<file path="src/rtl/master_interface.sv">
// Serial-bus initiator: serialises a latched read/write request into address and
// write-data frames, collects serial read data and the slave response.
module master_interface #(
  parameter int ADDR_W  = 12,
  parameter int DATA_W  = 8,
  parameter int TIMEOUT = 255
) (
  input  logic              clk,
  input  logic              reset,
  input  logic              start,
  input  logic              rw,
  input  logic [1:0]        slave_sel,
  input  logic [ADDR_W-1:0] addr,
  input  logic [DATA_W-1:0] wdata,
  output logic [DATA_W-1:0] rdata,
  output logic              done,
  output logic              error,
  output logic              busy,
  output logic              bus_req,
  input  logic              bus_grant,
  output logic              master_en,
  output logic              addr_out,
  output logic              w_data_out,
  input  logic              r_data_in,
  input  logic [1:0]        response_in
);

  localparam int AF_W = ADDR_W + 4;
  localparam int DF_W = DATA_W + 1;
  localparam int CW   = $clog2(AF_W);
  localparam int TW   = $clog2(TIMEOUT + 1);
  localparam logic [TW-1:0] TMO_LAST = TW'(TIMEOUT - 1);

  typedef enum logic [2:0] {
    IDLE, REQ, ADDR, WDATA, RDATA, WAIT_RESP, SPLIT_WAIT, DONE
  } state_e;

  state_e              state_q, state_d;
  logic [CW-1:0]       cnt_q, cnt_d;
  logic [TW-1:0]       tmo_q, tmo_d;
  logic                started_q, started_d;
  logic                rw_q, rw_d;
  logic [1:0]          sel_q, sel_d;
  logic [ADDR_W-1:0]   addr_q, addr_d;
  logic [DATA_W-1:0]   wdata_q, wdata_d;
  logic [DATA_W-1:0]   shift_q, shift_d;
  logic [DATA_W-1:0]   rdata_q, rdata_d;
  logic                error_q, error_d;
  logic                done_q, done_d;
  logic                busy_q, busy_d;
  logic                bus_req_q, bus_req_d;
  logic                master_en_q, master_en_d;
  logic                addr_out_q, addr_out_d;
  logic                w_data_out_q, w_data_out_d;

  logic [AF_W-1:0]     addr_frame_s;
  logic [DF_W-1:0]     data_frame_s;
  logic [CW-1:0]       abit_s;
  logic [CW-1:0]       dbit_s;

  assign addr_frame_s = {1'b1, rw_q, sel_q, addr_q};
  assign data_frame_s = {1'b1, wdata_q};

  // State and output registers; all outputs clear asynchronously on reset.
  always_ff @(posedge clk or negedge reset) begin
    if (!reset) begin
      state_q      <= IDLE;
      cnt_q        <= '0;
      tmo_q        <= '0;
      started_q    <= 1'b0;
      rw_q         <= 1'b0;
      sel_q        <= 2'b00;
      addr_q       <= '0;
      wdata_q      <= '0;
      shift_q      <= '0;
      rdata_q      <= '0;
      error_q      <= 1'b0;
      done_q       <= 1'b0;
      busy_q       <= 1'b0;
      bus_req_q    <= 1'b0;
      master_en_q  <= 1'b0;
      addr_out_q   <= 1'b0;
      w_data_out_q <= 1'b0;
    end else begin
      state_q      <= state_d;
      cnt_q        <= cnt_d;
      tmo_q        <= tmo_d;
      started_q    <= started_d;
      rw_q         <= rw_d;
      sel_q        <= sel_d;
      addr_q       <= addr_d;
      wdata_q      <= wdata_d;
      shift_q      <= shift_d;
      rdata_q      <= rdata_d;
      error_q      <= error_d;
      done_q       <= done_d;
      busy_q       <= busy_d;
      bus_req_q    <= bus_req_d;
      master_en_q  <= master_en_d;
      addr_out_q   <= addr_out_d;
      w_data_out_q <= w_data_out_d;
    end
  end

  // Next-state and datapath logic.
  always_comb begin
    state_d   = state_q;
    cnt_d     = cnt_q;
    tmo_d     = tmo_q;
    started_d = started_q;
    rw_d      = rw_q;
    sel_d     = sel_q;
    addr_d    = addr_q;
    wdata_d   = wdata_q;
    shift_d   = shift_q;
    rdata_d   = rdata_q;
    error_d   = 1'b0;
    case (state_q)
      IDLE: begin
        cnt_d = '0;
        if (start) begin
          rw_d    = rw;
          sel_d   = slave_sel;
          addr_d  = addr;
          wdata_d = wdata;
          state_d = REQ;
        end else begin
          state_d = IDLE;
        end
      end
      REQ: begin
        cnt_d = '0;
        if (bus_grant) state_d = ADDR;
        else           state_d = REQ;
      end
      ADDR: begin
        if (!bus_grant) begin
          state_d = REQ;
          cnt_d   = '0;
        end else if (cnt_q == CW'(AF_W - 1)) begin
          cnt_d     = '0;
          tmo_d     = '0;
          started_d = 1'b0;
          state_d   = rw_q ? WDATA : RDATA;
        end else begin
          cnt_d = cnt_q + CW'(1);
        end
      end
      WDATA: begin
        if (!bus_grant) begin
          state_d = REQ;
          cnt_d   = '0;
        end else if (cnt_q == CW'(DATA_W)) begin
          cnt_d   = '0;
          tmo_d   = '0;
          state_d = WAIT_RESP;
        end else begin
          cnt_d = cnt_q + CW'(1);
        end
      end
      RDATA: begin
        if (tmo_q == TMO_LAST) begin
          state_d = DONE;
          error_d = 1'b1;
        end else begin
          tmo_d = tmo_q + TW'(1);
          if (!started_q) begin
            started_d = r_data_in;
          end else begin
            shift_d = {shift_q[DATA_W-2:0], r_data_in};
            if (cnt_q == CW'(DATA_W - 1)) begin
              cnt_d   = '0;
              tmo_d   = '0;
              state_d = WAIT_RESP;
            end else begin
              cnt_d = cnt_q + CW'(1);
            end
          end
        end
      end
      WAIT_RESP: begin
        case (response_in)
          2'b01: begin
            state_d = DONE;
            rdata_d = rw_q ? rdata_q : shift_q;
          end
          2'b11: begin
            state_d = DONE;
            error_d = 1'b1;
          end
          2'b10: begin
            state_d = SPLIT_WAIT;
            cnt_d   = '0;
          end
          default: begin
            if (tmo_q == TMO_LAST) begin
              state_d = DONE;
              error_d = 1'b1;
            end else begin
              tmo_d = tmo_q + TW'(1);
            end
          end
        endcase
      end
      // First cycle releases the bus; afterwards re-request and resume on grant.
      SPLIT_WAIT: begin
        if (cnt_q == '0) begin
          cnt_d = CW'(1);
        end else if (bus_grant) begin
          cnt_d     = '0;
          started_d = 1'b0;
          state_d   = rw_q ? WAIT_RESP : RDATA;
        end else begin
          state_d = SPLIT_WAIT;
        end
      end
      DONE:    state_d = IDLE;
      default: state_d = IDLE;
    endcase
  end

  // Output decode from the next state so every port comes straight from a flop.
  always_comb begin
    abit_s       = CW'(AF_W - 1) - cnt_d;
    dbit_s       = CW'(DATA_W) - cnt_d;
    busy_d       = 1'b0;
    bus_req_d    = 1'b0;
    master_en_d  = 1'b0;
    addr_out_d   = 1'b0;
    w_data_out_d = 1'b0;
    done_d       = 1'b0;
    case (state_d)
      REQ: begin
        busy_d    = 1'b1;
        bus_req_d = 1'b1;
      end
      ADDR: begin
        busy_d      = 1'b1;
        bus_req_d   = 1'b1;
        master_en_d = 1'b1;
        addr_out_d  = addr_frame_s[abit_s];
      end
      WDATA: begin
        busy_d       = 1'b1;
        bus_req_d    = 1'b1;
        master_en_d  = 1'b1;
        w_data_out_d = data_frame_s[dbit_s];
      end
      RDATA, WAIT_RESP: begin
        busy_d    = 1'b1;
        bus_req_d = 1'b1;
      end
      SPLIT_WAIT: begin
        busy_d    = 1'b1;
        bus_req_d = (cnt_d != '0);
      end
      DONE:    done_d = 1'b1;
      default: done_d = 1'b0;
    endcase
  end

  assign rdata      = rdata_q;
  assign done       = done_q;
  assign error      = error_q;
  assign busy       = busy_q;
  assign bus_req    = bus_req_q;
  assign master_en  = master_en_q;
  assign addr_out   = addr_out_q;
  assign w_data_out = w_data_out_q;

endmodule

</file>
<file path="config.mk">
export PLATFORM = sky130hd
export DESIGN_NAME = master_interface
export DESIGN_NICKNAME = d
export VERILOG_FILES = /design/src/rtl/master_interface.sv
export SDC_FILE = /design/constraint.sdc
export NUM_CORES = 1
export LEC_CHECK = 0
export BUFFER_PORTS_ARGS = -buffer_cell sky130_fd_sc_hd__buf_2
export CORE_ASPECT_RATIO = 0.8
export CORE_MARGIN = 3
export CORE_UTILIZATION = 45
export CTS_BUF_LIST = sky130_fd_sc_hd__clkbuf_8
export CTS_CLUSTER_SIZE = 25
export DETAILED_ROUTE_END_ITERATION = 7
export PLACE_DENSITY = 0.75
export SLEW_MARGIN = 40
export SYNTH_ARGS = -nofsm -noshare
export SYNTH_HDL_FRONTEND = slang
export SYNTH_SLANG_ARGS = --single-unit
</file>
<file path="constraint.sdc">
create_clock -name clk -period 5.03 [get_ports clk]
set_input_delay 0.503 -clock clk [delete_from_list [all_inputs] [get_ports clk]]
set_output_delay 0.503 -clock clk [all_outputs]
set_load 0.005 [all_outputs]
</file>
==> Implementation_results.wiki, run 1 <==
{| class="wikitable"
! Metric !! Value
|-
| Maximum net fanout on the critical path || 19
|-
| Vias || 2319
|-
| Net count, final || 360
|-
| DR iter-0 viols || 182
|-
| Tcrit/Tclk final || 0.6817
|-
| Final design utilization || 0.5604
|-
| Nets in the synthesized netlist || 316
|-
| Start point of the critical path || state_q[0]$_DFF_PN0_
|-
| Final TNS setup || 0 ns
|-
| Layout cells sized above 1 || 0.3617
|-
| Area growth, synth to finish || 16.69%
|-
| Overall routed net length || 6687 um
|-
| Most used cells in the layout excluding fill and tap cells || dfrtp_1 (62), buf_2 (44), mux2_2 (41), nor2_1 (18)
|-
| Number of cells on the worst reg-to-reg path || 9
|-
| Number of standard cells in the layout, taps in and fillers out || 413
|-
| Count of unique library cells instantiated by Yosys || 55
|-
| Number of antenna-violating nets in the routed design || 0
|-
| Number of hold violations in the final report || 0
|-
| Pre-CTS setup slack || 1.405 ns
|-
| Highest achievable clock rate || 291.7 MHz
|-
| Number of clock sinks || 62
|-
| Path category of the worst min-delay check || in -> async
|-
| Share of async-settable or async-resettable flops after synthesis || 1.000
|-
| Data required time at the worst endpoint || 5.24 ns
|-
| Number of max-cap violations || 0
|-
| Number of flops mapped to enable cells by yosys || 0
|-
| CTS hold repair buffers || 0
|-
| Insertion delay to the later sink of the worst-skew pair || 0.34 ns
|-
| CTS tree || built
|-
| Cell area after synthesis || 3172 um^2
|-
| Die ar. || 8098 um^2
|-
| Global placer's final weighted congestion || 0.8847
|-
| CTS clock-pin slew for the worst setup and hold paths || 0.07 ns
|-
| Seq cells post-synth || 62
|-
| Capture instance of the worst register-to-register path || w_data_out$_DFF_PN0_
|-
| YS warnings || 0
|-
| Antenna violations before repair || 0
|-
| Overflow after GRT || 0
|-
| Combined global-route utilization of all metal layers || 0.1755
|-
| # diodes || 0
|-
| Number of input and output port buffers inserted || 44
|-
| Inst Count DP || 397
|-
| Post-detail-place hpwl || 4739 um
|-
| Length of the first detailed-routing pass in iterations || 4
|-
| Setup Viol. Count Final || 0
|-
| Arr. time, crit path || 3.64 ns
|-
| Max H-tree Level || 3
|-
| WL met1 || 3245 um
|-
| Post-route setup slack || 1.601 ns
|-
| Total clock buffers created by CTS || 9
|-
| Pin count of the biggest net entering global routing || 63
|-
| Cell row count || 26
|-
| Buffer type at the clock tree root || clkbuf_8
|-
| Kind of end point of the critical path || register
|-
| Element type at the critical path start || register
|-
| Number of global-route vias before repair || 2291
|-
| Met2 wire length || 2950 um
|-
| Average vias per placed instance || 5.615
|-
| Longest Clk Path Bufs || 2
|-
| Routed wl met3 || 470 um
|-
| Static Leakage || 1.769 nW
|-
| Gate count after technology mapping || 280
|-
| Setup Crit Path Kind || reg -> reg
|-
| Post-CTS setup buffer count || 0
|-
| Register area share after synthesis || 0.4892
|-
| Max transition margin || 0.5831
|-
| Post-CTS Resized || 0
|-
| Unrepaired setup endpoints after global routing || no
|-
| Ratio of total power to cell area || 503.5 nW/um^2
|-
| Wire length of the first global-routing pass || 11040 um
|-
| Starting Density || 0.4803
|-
| Top-level port count || 45
|-
| Number of remaining DRC errors || 0
|-
| Most common cell after layout, fill and taps aside || dfrtp_1
|-
| Post-DR wirelength/cell || 16.19 um
|-
| Most used flip-flop cell after synthesis || dfrtp_1
|-
| Run status || complete, no violations
|-
| Die outline height || 81.09 um
|-
| Die W || 99.87 um
|-
| Highest metal used || met4
|-
| Max-slew violations || 0
|-
| Worst Clk Skew || 0.006270 ns
|-
| Reg-to-reg startpoint || state_q[0]$_DFF_PN0_
|-
| Mean Syn Cell Area || 11.33 um^2
|-
| Area of the core || 6604 um^2
|-
| Clock period minus final worst setup slack || 3.429 ns
|-
| Worst Max-Slew Pin Slew || 0.6253 ns
|-
| Maximum VDD drop || 344.5 uV
|-
| Flop2flop setup slack || 1.60 ns
|}
worst max-delay path by stage:
stage	endpoint	slack, ns	cells after the start
3_5_place_dp	w_data_out$_DFF_PN0_	1.41	9
5_1_grt	w_data_out$_DFF_PN0_	1.35	9
4_1_cts	w_data_out$_DFF_PN0_	1.38	9
2_1_floorplan	w_data_out$_DFF_PN0_	2.05	12
3_3_place_gp	w_data_out$_DFF_PN0_	1.48	9
6_report	w_data_out$_DFF_PN0_	1.60	9
cell usage after synthesis, types with 5 or more instances:
library cell   n  area [um^2]
a21oi_1        9        45.04
and3_1         7        43.79
clkbuf_1       7        26.28
dfrtp_1       62         1551
ha_1           6        75.07
inv_1          7        26.28
mux2_2        41        461.7
mux2i_1        7        70.07
nand2_1       13        48.80
nand3_1       14        70.07
nor2_1        18        67.56
nor3_1         5        25.02
o21ai_0       14        70.07
o31ai_1        7        52.55
kinds of logic after synthesis:
group,share of synthesized area
XOR/XNOR,0.002762
AND/OR/NAND/NOR,0.1420
flip-flops,0.4892
multiplexers,0.1830
AO/OA/AOI/OAI,0.1231
adder cells (fa/ha/maj),0.02367
buffers and inverters,0.03629
critical path: stages, from the launching register on:
cell and delay [ns]:
dfrtp_1 0.74, nand2b_4 0.26, a211o_1 0.38, o22ai_2 0.15, o22ai_2 0.44, ha_1 0.26
mux4_1 0.55, mux2_2 0.28, mux2i_1 0.18, nor3_2 0.05
state kept, by name, indices dropped and copies added, names as in the netlist, 2 cells and up:
name,flops
shift_q,8
wdata_q,8
addr_q,12
sel_q,2
rdata,8
state_q,3
cnt_q,4
tmo_q,8
cell type report:
class / instances / area (um^2)
repair buffers: 47 / 246.5
multi-input cells: 195 / 1520
fillers: 560 / 2903
clock inverters: 7 / 120.1
inverters: 9 / 33.78
clock buffers: 9 / 123.9
flip-flops and latches: 62 / 1551
well taps: 84 / 105.1
per-layer routing:
| metal | vias to the layer above | GRT usage |
|---|---|---|
| met1 | 1114 | 0.2438 |
| met2 | 79 | 0.2643 |
| li1 | 1124 | - |
| met3 | 2 | 0.06180 |
| met4 | 0 | 0.04229 |
| met5 | - | 0 |
per-stage QoR:
stage | cell area, um^2 | total power [W] | hold slack, ns
finish | 3701 | 0.001863 | 0.2281
global route | 3701 | 0.001981 | 0.2684
CTS | 3691 | 0.001877 | 0.3542
detailed placement | 3447 | 0.001333 | 0.4885
global placement | 3447 | 0.001302 | 0.4859
floorplan | 3172 | 0.001188 | 0.2074
power breakdown:
part | switching (W) | internal [W]
logic | 0.000263 | 0.000304
clock network | 0.000208 | 0.000331
registers | 0.000126 | 0.000632
No activity file was read; power rests on OpenSTA's default activity.
==> run 2: changes to the inputs <==
Settings changed: PLACE_DENSITY 0.75 to 0.78.
Clock period 5.03 ns to 2.8 ns, I/O delays scaled along.
==> run 2 against run 1 <==
Against the previous run:
- the flow now finishes with violations (setup timing)
- via count up 8.0%
- wire length up 8.4%
- power up 86%
- first-iteration DRC count up 45%
- worst hold slack worse by 0.059 ns
- flip-flop and latch count unchanged
- highest routed layer unchanged
==> Implementation_results.wiki, run 2 (synthesized netlist as in run 1, its figures left out) <==
{| class="wikitable"
! Metric !! Value
|-
| Run status || complete, but fails checks
|-
| Failing checks || setup timing
|-
| Maximum VDD drop || 511.4 uV (+48%)
|-
| Ratio of total power to cell area || 879.3 nW/um^2 (+75%)
|-
| Worst Max-Slew Pin Slew || 0.5854 ns (-0.03997 ns)
|-
| Setup Crit Path Kind || reg -> reg
|-
| Cell row count || 26 (unchanged)
|-
| Maximum net fanout on the critical path || 4 (-15)
|-
| Post-route setup slack || -0.01094 ns (-1.612 ns)
|-
| Footprint of the multi-input gates || 1574 um^2 (+3.5%)
|-
| Flop2flop setup slack || -0.01 ns (-1.61 ns)
|-
| Antenna violations before repair || 0 (unchanged)
|-
| Die W || 99.87 um (unchanged)
|-
| Worst min-delay path endpoint || wdata_q[2]$_DFFE_PN0P_
|-
| Max H-tree Level || 3 (unchanged)
|-
| Top register by number of flip-flops || addr_q
|-
| Max-slew violations || 0 (unchanged)
|-
| Length of the first detailed-routing pass in iterations || 4 (unchanged)
|-
| Die outline height || 81.09 um (unchanged)
|-
| Number of global-route vias before repair || 2497 (+9.0%)
|-
| Number of input and output port buffers inserted || 44 (unchanged)
|-
| Max transition margin || 0.6071 (+0.02403)
|-
| Number of hold violations in the final report || 0 (unchanged)
|-
| Global placer's final weighted congestion || 0.9080 (+2.6%)
|-
| # diodes || 0 (unchanged)
|-
| Unrepaired setup endpoints after global routing || yes
|-
| Path category of the worst min-delay check || in -> reg
|-
| Die ar. || 8098 um^2 (unchanged)
|-
| Longest Clk Path Bufs || 2 (unchanged)
|-
| Final TNS setup || -0.01094 ns (-0.01094 ns)
|-
| Largest register FFs || 12 (unchanged)
|-
| Element type at the critical path start || register
|-
| Number of clock sinks || 62 (unchanged)
|-
| Overflow after GRT || 0 (unchanged)
|-
| Number of cells on the worst reg-to-reg path || 11 (+2)
|-
| Capture instance of the worst register-to-register path || w_data_out$_DFF_PN0_
|-
| Number of max-cap violations || 0 (unchanged)
|-
| Overall routed net length || 7250 um (+8.4%)
|-
| Area of the core || 6604 um^2 (unchanged)
|-
| Starting Density || 0.4803 (unchanged)
|-
| Post-DR wirelength/cell || 16.55 um (+2.2%)
|-
| Top-level port count || 45 (unchanged)
|-
| Final hold slack || 0.1695 ns (-0.05868 ns)
|-
| Static Leakage || 1.898 nW (+7.3%)
|-
| Highest achievable clock rate || 355.8 MHz (+22%)
|-
| Number of antenna-violating nets in the routed design || 0 (unchanged)
|-
| Vias || 2505 (+8.0%)
|-
| Kind of end point of the critical path || register
|-
| Average vias per placed instance || 5.719 (+1.9%)
|-
| Pin count of the biggest net entering global routing || 43 (-32%)
|-
| Total clock buffers created by CTS || 9 (unchanged)
|-
| Tcrit/Tclk final || 1.004 (+0.3223)
|-
| Total area of sequential cells || 1551 um^2 (unchanged)
|-
| Number of remaining DRC errors || 0 (unchanged)
|-
| Worst hold path depth || 2
|-
| CTS tree || built
|-
| CTS clock-pin slew for the worst setup and hold paths || 0.07 ns (about the same)
|-
| Placed Area || 3655 um^2 (+6.0%)
|-
| Buffer type at the clock tree root || clkbuf_8
|-
| Net count, final || 386 (+7.2%)
|-
| Area growth, synth to finish || 23.94%
|-
| Insertion delay to the later sink of the worst-skew pair || 0.34 ns (about the same)
|-
| Arr. time, crit path || 3.01 ns (-0.63 ns)
|-
| Clock period minus final worst setup slack || 2.811 ns (-0.6178 ns)
|-
| Post-detail-place hpwl || 5412 um (+14%)
|-
| Most used cells in the layout excluding fill and tap cells || dfrtp_1 (62), buf_2 (44), mux2_2 (40), buf_4 (27), nor2_1 (18)
|-
| Worst Clk Skew || 0.008557 ns (+0.002286 ns)
|-
| Data required time at the worst endpoint || 3.00 ns (-2.24 ns)
|-
| Fill count || 530 (-5.4%)
|-
| Wire length of the first global-routing pass || 12160 um (+10%)
|-
| Non-Filler Cell Area, Final || 3931 um^2 (+6.2%)
|-
| Reg-to-reg startpoint || cnt_q[1]$_DFF_PN0_
|-
| Layout cells sized above 1 || 0.4294 (+0.06768)
|-
| Most common cell after layout, fill and taps aside || dfrtp_1
|-
| Combined global-route utilization of all metal layers || 0.1926 (+0.01705)
|-
| Hold wc startpoint || wdata[2]
|-
| Setup Viol. Count Final || 1 (+1)
|-
| DR iter-0 viols || 264 (+45%)
|}
==> run 2: changes by cell type in the layout (fill, tap and decap cells not counted), moves of 2 or more <==
| cell | previous run | this run |
|---|---|---|
| o21ai_0 | 14 | 12 |
| buf_4 | 2 | 27 |
| ha_1 | 6 | 3 |
| ha_2 | 0 | 2 |
==> run 2: worst max-delay path, stage by stage, from the launching register on <==
cell,delay [ns]
dfrtp_1,0.40
inv_1,0.07
ha_2,0.16
or3b_4,0.41
nand2_2,0.09
nor3_2,0.04
a221oi_2,0.30
ha_4,0.21
mux4_2,0.49
mux2_4,0.27
mux2i_1,0.18
nor3_2,0.06
==> run 2: what timing repair did <==
item	in CTS	in global routing
endpoints found under the setup margin	1	1
setup buffers	2	0
hold endpoints to repair	20	0
hold buffers	1	0
resized for setup	7	4
pin swaps	3	2
==> run 2: per-layer routing <==
layer / share of wire / vias to the layer above / track usage
li1: - / 1175 / -
met1: 0.47 / 1243 / 0.2589
met2: 0.47 / 80 / 0.3109
met3: 0.058 / 7 / 0.04807
met4: 0.0083 / 0 / 0.05593
met5: 0 / - / 0
==> run 2: per-stage QoR <==
step	instances	power, W	util	setup WS (ns)
2_1_floorplan	280	0.002163	-	-0.03194
3_3_place_gp	420	0.002481	0.5534	0.05868
3_5_place_dp	420	0.002545	0.5534	-0.05011
4_1_cts	438	0.003446	0.5921	0.005256
5_1_grt	438	0.003675	0.5953	-0.1453
6_report	438	0.003457	0.5953	-0.01094
==> run 2: layout make-up <==
| class | instances | area share |
|---|---|---|
| multi-input combinational | 195 | 0.4004 |
| sequential | 62 | 0.3947 |
| timing repair buffer | 73 | 0.1152 |
| clock buffer | 10 | 0.03501 |
| tap | 84 | 0.02673 |
| clock inverter | 5 | 0.01941 |
| inverter | 9 | 0.008593 |
==> run 2: power breakdown <==
group | internal, W | total [W] | switching [W] | leakage, nW
clock network | 0.000516 | 0.000855 | 0.000339 | 0.115
logic | 0.000698 | 0.00130 | 0.000602 | 0.985
registers | 0.00114 | 0.00130 | 0.000163 | 0.798
total | 0.00235 | 0.00346 | 0.00110 | 1.90
==> run 2: worst max-delay path by stage <==
stage               cells after the start                 start                    to
global placement                       10    cnt_q[0]$_DFF_PN0_  w_data_out$_DFF_PN0_
global route                           11    cnt_q[1]$_DFF_PN0_  w_data_out$_DFF_PN0_
detailed placement                     10    cnt_q[1]$_DFF_PN0_  w_data_out$_DFF_PN0_
finish                                 11    cnt_q[1]$_DFF_PN0_  w_data_out$_DFF_PN0_
floorplan                              12  tmo_q[0]$_DFFE_PN0P_  w_data_out$_DFF_PN0_
CTS                                    10  tmo_q[1]$_DFFE_PN0P_  w_data_out$_DFF_PN0_
==> run 3: changes to the inputs <==
Settings changed: REMOVE_ABC_BUFFERS from default to 1.
==> run 3 against run 2 <==
Against the previous run:
- the flow still finishes with violations (setup timing)
- die area stayed put
- non-clock buffer count is 9 higher
- global-route usage up 0.41 points
- sequential share of layout area down 0.97 points
- critical path depth is the same
- fmax is 1.6% lower
- power increased by 6.4%
- count of clock-buffer cells in the layout fell by 1
- critical path type unchanged
- largest cell class unchanged
- highest routed layer unchanged
==> Implementation_results.wiki, run 3 (synthesized netlist as in run 1, its figures left out) <==
{| class="wikitable"
! Metric !! Value
|-
| Max transition margin || 0.5867 (-0.02040)
|-
| Insertion delay to the later sink of the worst-skew pair || 0.34 ns (about the same)
|-
| Length of the first detailed-routing pass in iterations || 5 (+1)
|-
| DR iter-0 viols || 344 (+30%)
|-
| Global routing met1 resource utilization || 0.2833 (+0.02434)
|-
| Arr. time, crit path || 3.07 ns (+0.06 ns)
|-
| Data required time at the worst endpoint || 3.02 ns (+0.02 ns)
|-
| Vias || 2609 (+4.2%)
|-
| Global placer's final weighted congestion || 0.9169 (+0.98%)
|-
| Highest achievable clock rate || 350.1 MHz (-1.6%)
|-
| Routing layer with the top usage in global route || met2
|-
| Antenna violations before repair || 0 (unchanged)
|-
| Post-detail-place hpwl || 5260 um (-2.8%)
|-
| Final hold slack || 0.1630 ns (-0.006430 ns)
|-
| Number of global-route vias before repair || 2497 (unchanged)
|-
| Start point of the critical path || tmo_q[0]$_DFFE_PN0P_
|-
| Die W || 99.87 um (unchanged)
|-
| Overflow after GRT || 0 (unchanged)
|-
| Number of clock sinks || 62 (unchanged)
|-
| Wire length of the first global-routing pass || 12340 um (+1.5%)
|-
| Total clock buffers created by CTS || 9 (unchanged)
|-
| Most common cell after layout, fill and taps aside || dfrtp_1
|-
| Number of input and output port buffers inserted || 44 (unchanged)
|-
| Number of standard cells in the layout, taps in and fillers out || 448 (+2.3%)
|-
| Top register by number of flip-flops || addr_q
|-
| Static Leakage || 1.942 nW (+2.3%)
|-
| Run status || complete, but fails checks
|-
| Inst Count DP || 424 (+0.95%)
|-
| Unrepaired setup endpoints after global routing || yes
|-
| Top-level port count || 45 (unchanged)
|-
| Post-DR wirelength/cell || 16.94 um (+2.3%)
|-
| Post-route setup slack || -0.05645 ns (-0.04551 ns)
|-
| Pre-CTS setup slack || -0.1254 ns (-0.07534 ns)
|-
| Average vias per placed instance || 5.824 (+1.8%)
|-
| Reg-to-reg startpoint || tmo_q[0]$_DFFE_PN0P_
|-
| Maximum VDD drop || 478.3 uV (-6.5%)
|-
| Setup Crit Path Kind || reg -> reg
|-
| Failing checks || setup timing
|-
| Most used cells in the layout excluding fill and tap cells || dfrtp_1 (60), buf_2 (44), mux2_2 (40), buf_4 (36), nor2_1 (18)
|-
| Kind of end point of the critical path || register
|-
| Max H-tree Level || 3 (unchanged)
|-
| Ratio of total power to cell area || 911.6 nW/um^2 (+3.7%)
|-
| Clock period minus final worst setup slack || 2.856 ns (+0.04551 ns)
|-
| Max-slew violations || 0 (unchanged)
|-
| Combined global-route utilization of all metal layers || 0.1967 (+0.004130)
|-
| Path category of the worst min-delay check || in -> reg
|-
| # diodes || 0 (unchanged)
|-
| Hold wc startpoint || addr[5]
|-
| Worst Clk Skew || 0.006061 ns (-0.002495 ns)
|-
| CTS tree || built
|-
| Area of the core || 6604 um^2 (unchanged)
|-
| Tcrit/Tclk final || 1.020 (+0.01625)
|-
| Longest Clk Path Bufs || 2 (unchanged)
|-
| CTS clock-pin slew for the worst setup and hold paths || 0.07 ns (about the same)
|-
| Placed Area || 3662 um^2 (+0.21%)
|-
| Starting Density || 0.4803 (unchanged)
|-
| Die outline height || 81.09 um (unchanged)
|-
| Met2 Track Usage GR || 0.2876 (-0.02330)
|-
| Overall routed net length || 7588 um (+4.7%)
|-
| Element type at the critical path start || register
|-
| Number of remaining DRC errors || 0 (unchanged)
|-
| Die ar. || 8098 um^2 (unchanged)
|-
| Maximum net fanout on the critical path || 3 (-1)
|-
| Worst Max-Slew Pin Slew || 0.6199 ns (+0.03453 ns)
|-
| Layout cells sized above 1 || 0.4588 (+0.02941)
|-
| Global routing met3 resource utilization || 0.05837 (+0.01030)
|-
| Setup Viol. Count Final || 1 (unchanged)
|-
| Number of hold violations in the final report || 0 (unchanged)
|-
| Buffer type at the clock tree root || clkbuf_8
|-
| Number of antenna-violating nets in the routed design || 0 (unchanged)
|-
| Non-Filler Cell Area, Final || 4036 um^2 (+2.7%)
|-
| Pin count of the biggest net entering global routing || 30 (-30%)
|-
| Area growth, synth to finish || 27.26%
|-
| Cell row count || 26 (unchanged)
|-
| Largest register FFs || 12 (unchanged)
|-
| Number of max-cap violations || 0 (unchanged)
|-
| Net count, final || 395 (+2.3%)
|}
[run 3: final timing paths]
path	endpoint	slack [ns]	cells after the start
min	addr_q[5]$_DFFE_PN0P_	0.16	2
max reg2reg	w_data_out$_DFF_PN0_	-0.06	11
min in group asynchronous	rdata[5]$_DFFE_PN0P_	0.50	2
max in group asynchronous	addr_q[10]$_DFFE_PN0P_	1.60	3
min reg2reg	rdata[6]$_DFFE_PN0P_	0.50	1
max	w_data_out$_DFF_PN0_	-0.06	11
[run 3: report_power, final]
group | switching [W] | internal, W | total (W)
logic | 0.000648 | 0.000768 | 0.00142
registers | 0.000160 | 0.00114 | 0.00130
clock network | 0.000370 | 0.000594 | 0.000964
[run 3: cell type report]
class                           count  area (um^2)
Fill cell                         519         2567
Inverter                            9        33.78
Clock buffer                        9        123.9
Tap cell                           84        105.1
Timing Repair Buffer               82        520.5
Sequential cell                    62         1554
Clock inverter                      7        120.1
Multi-Input combinational cell    195         1579
[run 3: timing repair]
item,CTS,global route
setup buffers,5,2
setup endpoints to repair,1,2
pin swaps,5,8
resized for setup,8,12
hold endpoints to repair,27,0
hold buffers,1,0
[run 3: per-layer routing]
layer  share of wire  wire [um]
met1            0.44       3352
met2            0.45       3422
met3           0.087        657
met4           0.020        155
met5               0          0
[run 3: worst max-delay path, cell delays in order (launching register included)]
cell     delay (ns)
dfrtp_1        0.35
inv_1          0.05
ha_2           0.20
and3_4         0.16
a211o_1        0.34
o22ai_2        0.19
o22ai_2        0.14
ha_4           0.30
mux4_2         0.48
mux2_4         0.28
mux2i_2        0.17
nor3_2         0.06
[run 3: stage by stage]
stage	total power (W)	setup TNS, ns	util
2_1_floorplan	0.002078	-0.5695	-
3_3_place_gp	0.002488	-0.05330	0.5546
3_5_place_dp	0.002536	-0.1254	0.5546
4_1_cts	0.003605	0	0.6034
5_1_grt	0.003901	-0.1302	0.6112
6_report	0.003680	-0.05645	0.6112
